**src/rtl/pipe_ctrl_pkg.sv**
```systemverilog
// Shared definitions for the pipeline hazard controller: FSM encoding, stage
// bit positions for the default 4-deep pipeline, and the zero constant.
package pipe_ctrl_pkg;

  typedef enum logic {
    RUN        = 1'b0,
    LOAD_STALL = 1'b1
  } state_e;

  localparam int STAGE_PC     = 3;
  localparam int STAGE_IF_ID  = 2;
  localparam int STAGE_ID_EX  = 1;
  localparam int STAGE_EX_MEM = 0;

  localparam logic [63:0] ZeroWord = '0;

  // Bits lo..hi set; empty when hi < lo.
  function automatic logic [63:0] range_mask(input int hi, input int lo);
    logic [63:0] m;
    m = '0;
    for (int i = 0; i < 64; i++) begin
      m[i] = (i >= lo) && (i <= hi);
    end
    return m;
  endfunction

endpackage

```
**src/rtl/pipe_ctrl_stall_timer.sv**
```systemverilog
// Counts consecutive stalled cycles, saturating at TIMEOUT; raises a sticky
// timeout flag once the limit is reached, cleared only by reset.
module stall_timer #(
  parameter int TIMEOUT = 255
) (
  input  logic i_clk,
  input  logic i_reset_n,
  input  logic i_stall,
  output logic o_timeout
);

  localparam int CNT_W = (TIMEOUT < 1) ? 1 : $clog2(TIMEOUT + 1);
  localparam logic [CNT_W-1:0] LIMIT = CNT_W'(TIMEOUT);

  logic [CNT_W-1:0] cnt_q, cnt_d;
  logic             timeout_q, timeout_d;

  always_comb begin
    cnt_d     = cnt_q;
    timeout_d = timeout_q;
    if (!i_stall) begin
      cnt_d = '0;
    end else if (cnt_q != LIMIT) begin
      cnt_d = cnt_q + 1'b1;
    end
    if (cnt_d == LIMIT) begin
      timeout_d = 1'b1;
    end
  end

  always_ff @(posedge i_clk or negedge i_reset_n) begin
    if (!i_reset_n) begin
      cnt_q     <= '0;
      timeout_q <= 1'b0;
    end else begin
      cnt_q     <= cnt_d;
      timeout_q <= timeout_d;
    end
  end

  assign o_timeout = timeout_q;

endmodule

```
**src/rtl/pipe_ctrl.sv**
```systemverilog
// Pipeline hazard controller: per-stage hold/flush, PC redirect with a single
// pending slot for redirects that arrive while stalled, and load-use bubbles.
module pipe_ctrl
  import pipe_ctrl_pkg::*;
#(
  parameter int NUM_STAGES   = STAGE_PC + 1,
  parameter int EX_STAGE     = STAGE_ID_EX,
  parameter int ADDR_W       = 32,
  parameter int LOAD_BUBBLES = 1,
  parameter int TIMEOUT      = 255
) (
  input  logic                  i_clk,
  input  logic                  i_reset_n,
  input  logic                  i_jump_flag,
  input  logic [ADDR_W-1:0]     i_jump_addr,
  input  logic                  i_load_use,
  input  logic                  i_ex_busy,
  input  logic                  i_mem_wait,
  output logic [NUM_STAGES-1:0] o_hold_flag,
  output logic [NUM_STAGES-1:0] o_flush_flag,
  output logic                  o_jump_flag,
  output logic [ADDR_W-1:0]     o_jump_addr,
  output logic                  o_timeout
);

  localparam logic [NUM_STAGES-1:0] ALL_HOLD   = '1;
  localparam logic [NUM_STAGES-1:0] BUSY_HOLD  = NUM_STAGES'(range_mask(NUM_STAGES-1, EX_STAGE));
  localparam logic [NUM_STAGES-1:0] BUSY_FLUSH = NUM_STAGES'(range_mask(EX_STAGE-1, 0));
  localparam logic [NUM_STAGES-1:0] JUMP_FLUSH = NUM_STAGES'(range_mask(NUM_STAGES-2, EX_STAGE));
  localparam logic [NUM_STAGES-1:0] LU_HOLD    = NUM_STAGES'(range_mask(NUM_STAGES-1, EX_STAGE+1));
  localparam logic [NUM_STAGES-1:0] LU_FLUSH   = NUM_STAGES'(range_mask(EX_STAGE, EX_STAGE));
  localparam logic [2:0]            BUB_INIT   = 3'(LOAD_BUBBLES - 1);
  localparam logic [ADDR_W-1:0]     ADDR_ZERO  = ZeroWord[ADDR_W-1:0];

  state_e              state_q, state_d;
  logic [2:0]          bub_q, bub_d;
  logic                pend_v_q, pend_v_d;
  logic [ADDR_W-1:0]   pend_a_q, pend_a_d;

  logic [NUM_STAGES-1:0] hold, flush;
  logic                  jump;
  logic [ADDR_W-1:0]     jump_addr;
  logic                  stalled;
  logic                  timeout;

  always_comb begin
    state_d   = state_q;
    bub_d     = bub_q;
    pend_v_d  = pend_v_q;
    pend_a_d  = pend_a_q;
    hold      = '0;
    flush     = '0;
    jump      = 1'b0;
    jump_addr = ADDR_ZERO;
    stalled   = i_mem_wait | i_ex_busy;

    if (i_mem_wait) begin
      hold = ALL_HOLD;
    end else if (i_ex_busy) begin
      hold  = BUSY_HOLD;
      flush = BUSY_FLUSH;
    end else if (pend_v_q || i_jump_flag) begin
      // A redirect squashes any load-use stall in flight or arriving with it.
      jump      = 1'b1;
      jump_addr = pend_v_q ? pend_a_q : i_jump_addr;
      flush     = JUMP_FLUSH;
      pend_v_d  = 1'b0;
      state_d   = RUN;
      bub_d     = '0;
    end else if (state_q == LOAD_STALL) begin
      hold  = LU_HOLD;
      flush = LU_FLUSH;
      bub_d = bub_q - 1'b1;
      if (bub_q <= 3'd1) begin
        state_d = RUN;
      end
    end else if (i_load_use) begin
      hold  = LU_HOLD;
      flush = LU_FLUSH;
      if (LOAD_BUBBLES > 1) begin
        state_d = LOAD_STALL;
        bub_d   = BUB_INIT;
      end
    end

    // Only the first redirect seen while stalled is kept.
    if (stalled && i_jump_flag && !pend_v_q) begin
      pend_v_d = 1'b1;
      pend_a_d = i_jump_addr;
    end
  end

  always_ff @(posedge i_clk or negedge i_reset_n) begin
    if (!i_reset_n) begin
      state_q  <= RUN;
      bub_q    <= '0;
      pend_v_q <= 1'b0;
      pend_a_q <= ADDR_ZERO;
    end else begin
      state_q  <= state_d;
      bub_q    <= bub_d;
      pend_v_q <= pend_v_d;
      pend_a_q <= pend_a_d;
    end
  end

  stall_timer #(
    .TIMEOUT (TIMEOUT)
  ) u_stall_timer (
    .i_clk     (i_clk),
    .i_reset_n (i_reset_n),
    .i_stall   (|hold),
    .o_timeout (timeout)
  );

  assign o_hold_flag  = i_reset_n ? hold      : '0;
  assign o_flush_flag = i_reset_n ? flush     : '0;
  assign o_jump_flag  = i_reset_n & jump;
  assign o_jump_addr  = i_reset_n ? jump_addr : ADDR_ZERO;
  assign o_timeout    = timeout;

endmodule

```
**config.mk**
```make
export PLATFORM = sky130hd
export DESIGN_NAME = pipe_ctrl
export DESIGN_NICKNAME = d
export VERILOG_FILES = /design/src/rtl/pipe_ctrl_pkg.sv /design/src/rtl/pipe_ctrl_stall_timer.sv /design/src/rtl/pipe_ctrl.sv
export SDC_FILE = /design/constraint.sdc
export NUM_CORES = 1
export LEC_CHECK = 0
export CAP_MARGIN = 20
export CORE_UTILIZATION = 36
export CTS_CLUSTER_SIZE = 14
export DETAILED_ROUTE_END_ITERATION = 10
export SETUP_SLACK_MARGIN = 0.1
export SYNTH_ARGS = -nofsm -noshare
export SYNTH_HDL_FRONTEND = slang
export SYNTH_SLANG_ARGS = --single-unit
```
**constraint.sdc**
```tcl
create_clock -name i_clk -period 2.7 [get_ports i_clk]
set_input_delay 0.405 -clock i_clk [delete_from_list [all_inputs] [get_ports i_clk]]
set_output_delay 0.405 -clock i_clk [all_outputs]
set_load 0.02 [all_outputs]
```
# ---- Word level (Yosys, flattened, before mapping)
# Cells that the tools add are included.
dict set report classes {
  n_reduce_logical 10
  order_cmp 1
  n_bitwise 4
  addsub 2
  muxes 31
  eq_ne 4
}
# cell count
set ops {}
lappend ops {{$mux 32} 5}
lappend ops {{$mux 4} 7}
lappend ops {{$mux 8} 2}
lappend ops {{$mux 3} 5}
lappend ops {{$mux 1} 10}
lappend ops {{$add 8x1->8 const B} 1}
lappend ops {{$eq 8x8->1 const B} 1}
lappend ops {{$ne 8x8->1 const B} 1}
lappend ops {{$reduce_and 3->1} 2}
lappend ops {{$mux 2} 2}
lappend ops {{$ne 2x1->1 const B} 2}
lappend ops {{$reduce_bool 2->1} 2}
lappend ops {{$reduce_or 4->1} 1}
lappend ops {{$le 3x1->1 const B} 1}
lappend ops {{$sub 3x1->3 const B} 1}
lappend ops {{$logic_and 1x1->1} 2}
lappend ops {{$not 1->1} 2}
lappend ops {{$reduce_and 2->1} 1}
lappend ops {{$and 1x1->1} 1}
lappend ops {{$logic_not 1->1} 1}
lappend ops {{$logic_or 1x1->1} 1}
lappend ops {{$or 1x1->1} 1}
dict set report totals {
  register_bits 46
  wordCells 58
  in_bits 38
  out_inout_bits 42
}

# ---- Longest topological paths before layout
dict set report logic_depth {
  word_depth 8
  ltp_mapped 6
}

# ---- Modules after synthesis
# Synthesis repeated with hierarchy kept, for this count alone.
dict set report hier_totals {
  cells_unflattened 235
  area_unflattened_um2 2568.7
}
# module instances cells_per_inst seq_area_each_um2 area_per_inst_um2
set modules_own_cells {}
lappend modules_own_cells {pipe_ctrl 1 179 925.9 2035.7}
lappend modules_own_cells {stall_timer 1 56 225.2 533.0}

# ---- Least setup slack after synthesis
# No wires, ideal clock.
dict set report synth_timing {
  path_type {register -> output}
  startpoint {register pend_v_q}
  endpoint {output o_flush_flag[2]}
  setup_slack_ps 681
  t_required_ps 2295
  arrival_time_ps 1614
  path_stages_with_launch 7
  path_buffers 3
  cell_sequence {dfrtp_1 buf_2 or2_2 nand3_1 clkbuf_1 inv_1 buf_4}
}
dict set report synth_between {
  elab_chain_cells 5
}
# element line
set synth_lines {}
lappend synth_lines {{start: declaration} pipe_ctrl.sv:37} ;# logic pend_v_q, pend_v_d;
lappend synth_lines {{start signal: assignment} pipe_ctrl.sv:102} ;# pend_v_q <= pend_v_d;
lappend synth_lines {{$logic_or 1x1->1} pipe_ctrl.sv:62} ;# end else if (pend_v_q || i_jump_flag) begin
lappend synth_lines {{$mux 3} pipe_ctrl.sv:62}
lappend synth_lines {{$mux 3} pipe_ctrl.sv:59} ;# end else if (i_ex_busy) begin
lappend synth_lines {{$mux 3} pipe_ctrl.sv:57} ;# if (i_mem_wait) begin
lappend synth_lines {{$mux 4} pipe_ctrl.sv:117} ;# assign o_flush_flag = i_reset_n ? flush : '0;
lappend synth_lines {{end: declaration} pipe_ctrl.sv:20} ;# output logic [NUM_STAGES-1:0] o_flush_flag,
# No other way between the ends.

# ---- Worst setup path after layout
dict set report layout_timing {
  startpoint {input i_ex_busy}
  endpoint {output o_flush_flag[1]}
}
dict set report layout_between {
  elab_chain_cells 3
}
# element line
set layout_lines {}
lappend layout_lines {{start: declaration} pipe_ctrl.sv:17} ;# input logic i_ex_busy,
lappend layout_lines {{$mux 3} pipe_ctrl.sv:59}
lappend layout_lines {{$mux 3} pipe_ctrl.sv:57}
lappend layout_lines {{$mux 4} pipe_ctrl.sv:117}
# No other way between the ends.

==> impl_metrics.py <==
metrics = {
    "floorplan": {
        "row_count": 30,
        "boundaryPins": 80,
        "dieArea_sq_um": 7350,
        "core_area_sq_um": 6790,
        "die_h_um": 85.7,
        "initial_core_util": 0.372,
        "die-width_um": 85.7,
    },
    "sta": {
        "rsz0062_at_grt": "no",
        "finalHoldViolCount": 0,
        "finClkSkew_ps": 9.65,
        "maxSlewViolCount": 0,
        "worstMarginPinSlew_ps": 579,
        "slew_headroom": 0.614,
        "post-route-period-util": 0.912,
        "setup-tns-final_ps": 0,
        "finalSetupViolations": 0,
        "layout_min_cycle_time_ps": 2460,
        "fmaxAchievable_ghz": 0.406,
    },
    "placed_design": {
        "port-buffer-count": 78,
        "dp_hpwl_um": 3800,
        "gp_congestion": 0.799,
    },
    "pwr": {
        "leakage_nw": 2.13,
        "power.density_nw_per_um2": 540,
        "total_power_mw": 1.97,
        "ir_drop_mv": 0.312,
    },
    "critical_path": {
        "crit_path_max_fanout": 10,
        "end_kind": "output pin",
        "crit_start": "i_ex_busy",
        "r2r_start": "u_stall_timer.cnt_q[1]$_DFF_PN0_",
        "criticalPathCategory": "primary input to output pin",
        "cp-start-kind": "primary input",
        "cp.arrival_ps": 2060,
        "worstPathRequired_ps": 2300,
    },
    "synth": {
        "async_reset_ff_frac": 1.00,
        "syn_nets": 280,
        "synth_edf_count": 0,
        "syn_inst": 239,
        "synth_ff_type": "dfrtp_1",
        "syn_area_sq_um": 2520,
        "synth_seq_cells": 46,
        "synth_cell_types": 39,
        "ys_seq_area_frac": 0.456,
        "yosys_warnings": 0,
        "avgSynthCellArea_sq_um": 10.6,
    },
    "run": {
        "drv_cap": 0,
    },
    "grt": {
        "grt_pass1_vias": 1885,
        "grt_pass1_wl_um": 9400,
        "grt_max_degree": 37,
        "grt_usage": 0.162,
        "grt_overflow": 0,
        "antenna_found_initial": 0,
    },
    "final_layout": {
        "final_cell_mix": "45 x dfrtp_1, 41 x clkdlybuf4s50_1, 39 x nor2_1, 34 x dlymetal6s2s_1, 33 x mux2i_1",
        "diodes": 0,
        "drive_above_1_share": 0.179,
        "fillerInstances": 592,
        "post-route-util": 0.536,
        "layout_commonest_cell": "dfrtp_1",
        "nets": 358,
        "syn_to_final_growth_pct": 44.1,
    },
    "cts": {
        "cts-htree-levels": 2,
        "cts_tree": "yes",
        "clock_latency_ps": 300,
        "path_clk_slew_ps": 90,
        "root_buffer": "clkbuf_8",
        "numCtsBuffers": 5,
        "clock_path_buffers": 2,
        "cts_setup_buffers": 0,
        "clock_sinks": 46,
    },
    "routing": {
        "drt_first_pass_iters": 4,
        "wl_per_cell_um": 13.4,
        "drc": 0,
        "drtIter0Drc": 84,
        "num_vias": 2002,
        "wirelength_um": 5550,
        "antenna_left": 0,
        "vias_per_cell": 4.84,
    },
    "min_path": {
        "hold_class": "primary input to asynchronous set/reset pin",
    },
    "outcome": {
        "outcome": "finished clean",
    },
}
-- state kept, by name, indices dropped and copies added (netlist names) --
name,count
bub_q,3
pend_a_q,32
pend_v_q,1
state_q,1
u_stall_timer.cnt_q,8
u_stall_timer.o_timeout,1
-- synthesized netlist by cell type, drive strengths merged, types with 2 or more instances --
cell type	count	area, sq um
nand2	8	30.0
inv	6	22.5
a31oi	4	25.0
ha	3	37.5
nand4	4	25.0
nor3	5	25.0
nor2	39	146
nor3b	2	15.0
a21oi	7	35.0
and3	2	13.8
mux2	32	360
buf	8	47.5
mux2i	33	330
clkbuf	8	31.3
nand3	5	30.0
and2	2	12.5
o21ai	8	40.0
dfrtp	46	1150
-- worst paths after layout --
path	endpoint	slack, ps	cells past startpoint
setup / recovery	o_flush_flag[1]	240	6
hold / removal	bub_q[2]$_DFFE_PN0P_	90	2
setup reg to reg	u_stall_timer.o_timeout$_DFFE_PN0N_	630	5
hold reg to reg	u_stall_timer.o_timeout$_DFFE_PN0N_	470	2
max in group asynchronous	u_stall_timer.cnt_q[2]$_DFF_PN0_	2050	2
min in group i_clk	u_stall_timer.o_timeout$_DFFE_PN0N_	470	2
-- power breakdown --
group          internal, mW  total (mW)  switching (mW)
clock network         0.278       0.526           0.248
registers             0.827       0.923          0.0963
logic                 0.289       0.517           0.228
total                  1.39        1.97           0.573
-- critical path, stage by stage --
cell             delay (ps)
clkdlybuf4s50_1         450
nor2_1                  180
buf_4                   200
nand2_1                  60
a21oi_1                 130
clkdlybuf4s50_1         630
-- metrics by stage --
stage          cell area [sq um]  hold slack (ps)  std cells  setup slack (ps)
2_1_floorplan               2520              109        239               681
3_3_place_gp                3430              234        405              6.21
3_5_place_dp                3430              238        405             -3.47
4_1_cts                     3550             86.4        414               107
5_1_grt                     3640             89.6        414               103
6_report                    3640             95.0        414               238
-- logic make-up after synthesis --
group                    Yosys count  synth area share
adder cells (fa/ha/maj)            3            0.0149
AO/OA/AOI/OAI                     28            0.0728
other                              1           0.00149
XOR/XNOR                           2           0.00694
flip-flops                        46             0.456
multiplexers                      65             0.274
buffers and inverters             22            0.0401
AND/OR/NAND/NOR                   72             0.134
-- timing repair --
action                                  in CTS  in global routing
cloned                                       0                  0
hold endpoints to repair                     1                  0
hold buffers                                 1                  0
endpoints found under the setup margin       2                 34
resized for setup                            3                 34
-- layer usage --
metal	vias to the layer above	GRT usage	wire length [um]
met5	-	0	0
met2	62	0.247	2360
li1	995	-	-
met4	0	0.0364	47
met3	5	0.0404	314
met1	940	0.233	2830
-- area by class of cell --
cell class,count,area [sq um],area share
Inverter,6,22.5,0.00619
Clock buffer,5,68.8,0.0189
Tap cell,96,120,0.0330
Timing Repair Buffer,87,953,0.262
Sequential cell,46,1150,0.317
Multi-Input combinational cell,171,1280,0.351
Clock inverter,3,43.8,0.0120
Power figures use the tool's default switching activity.
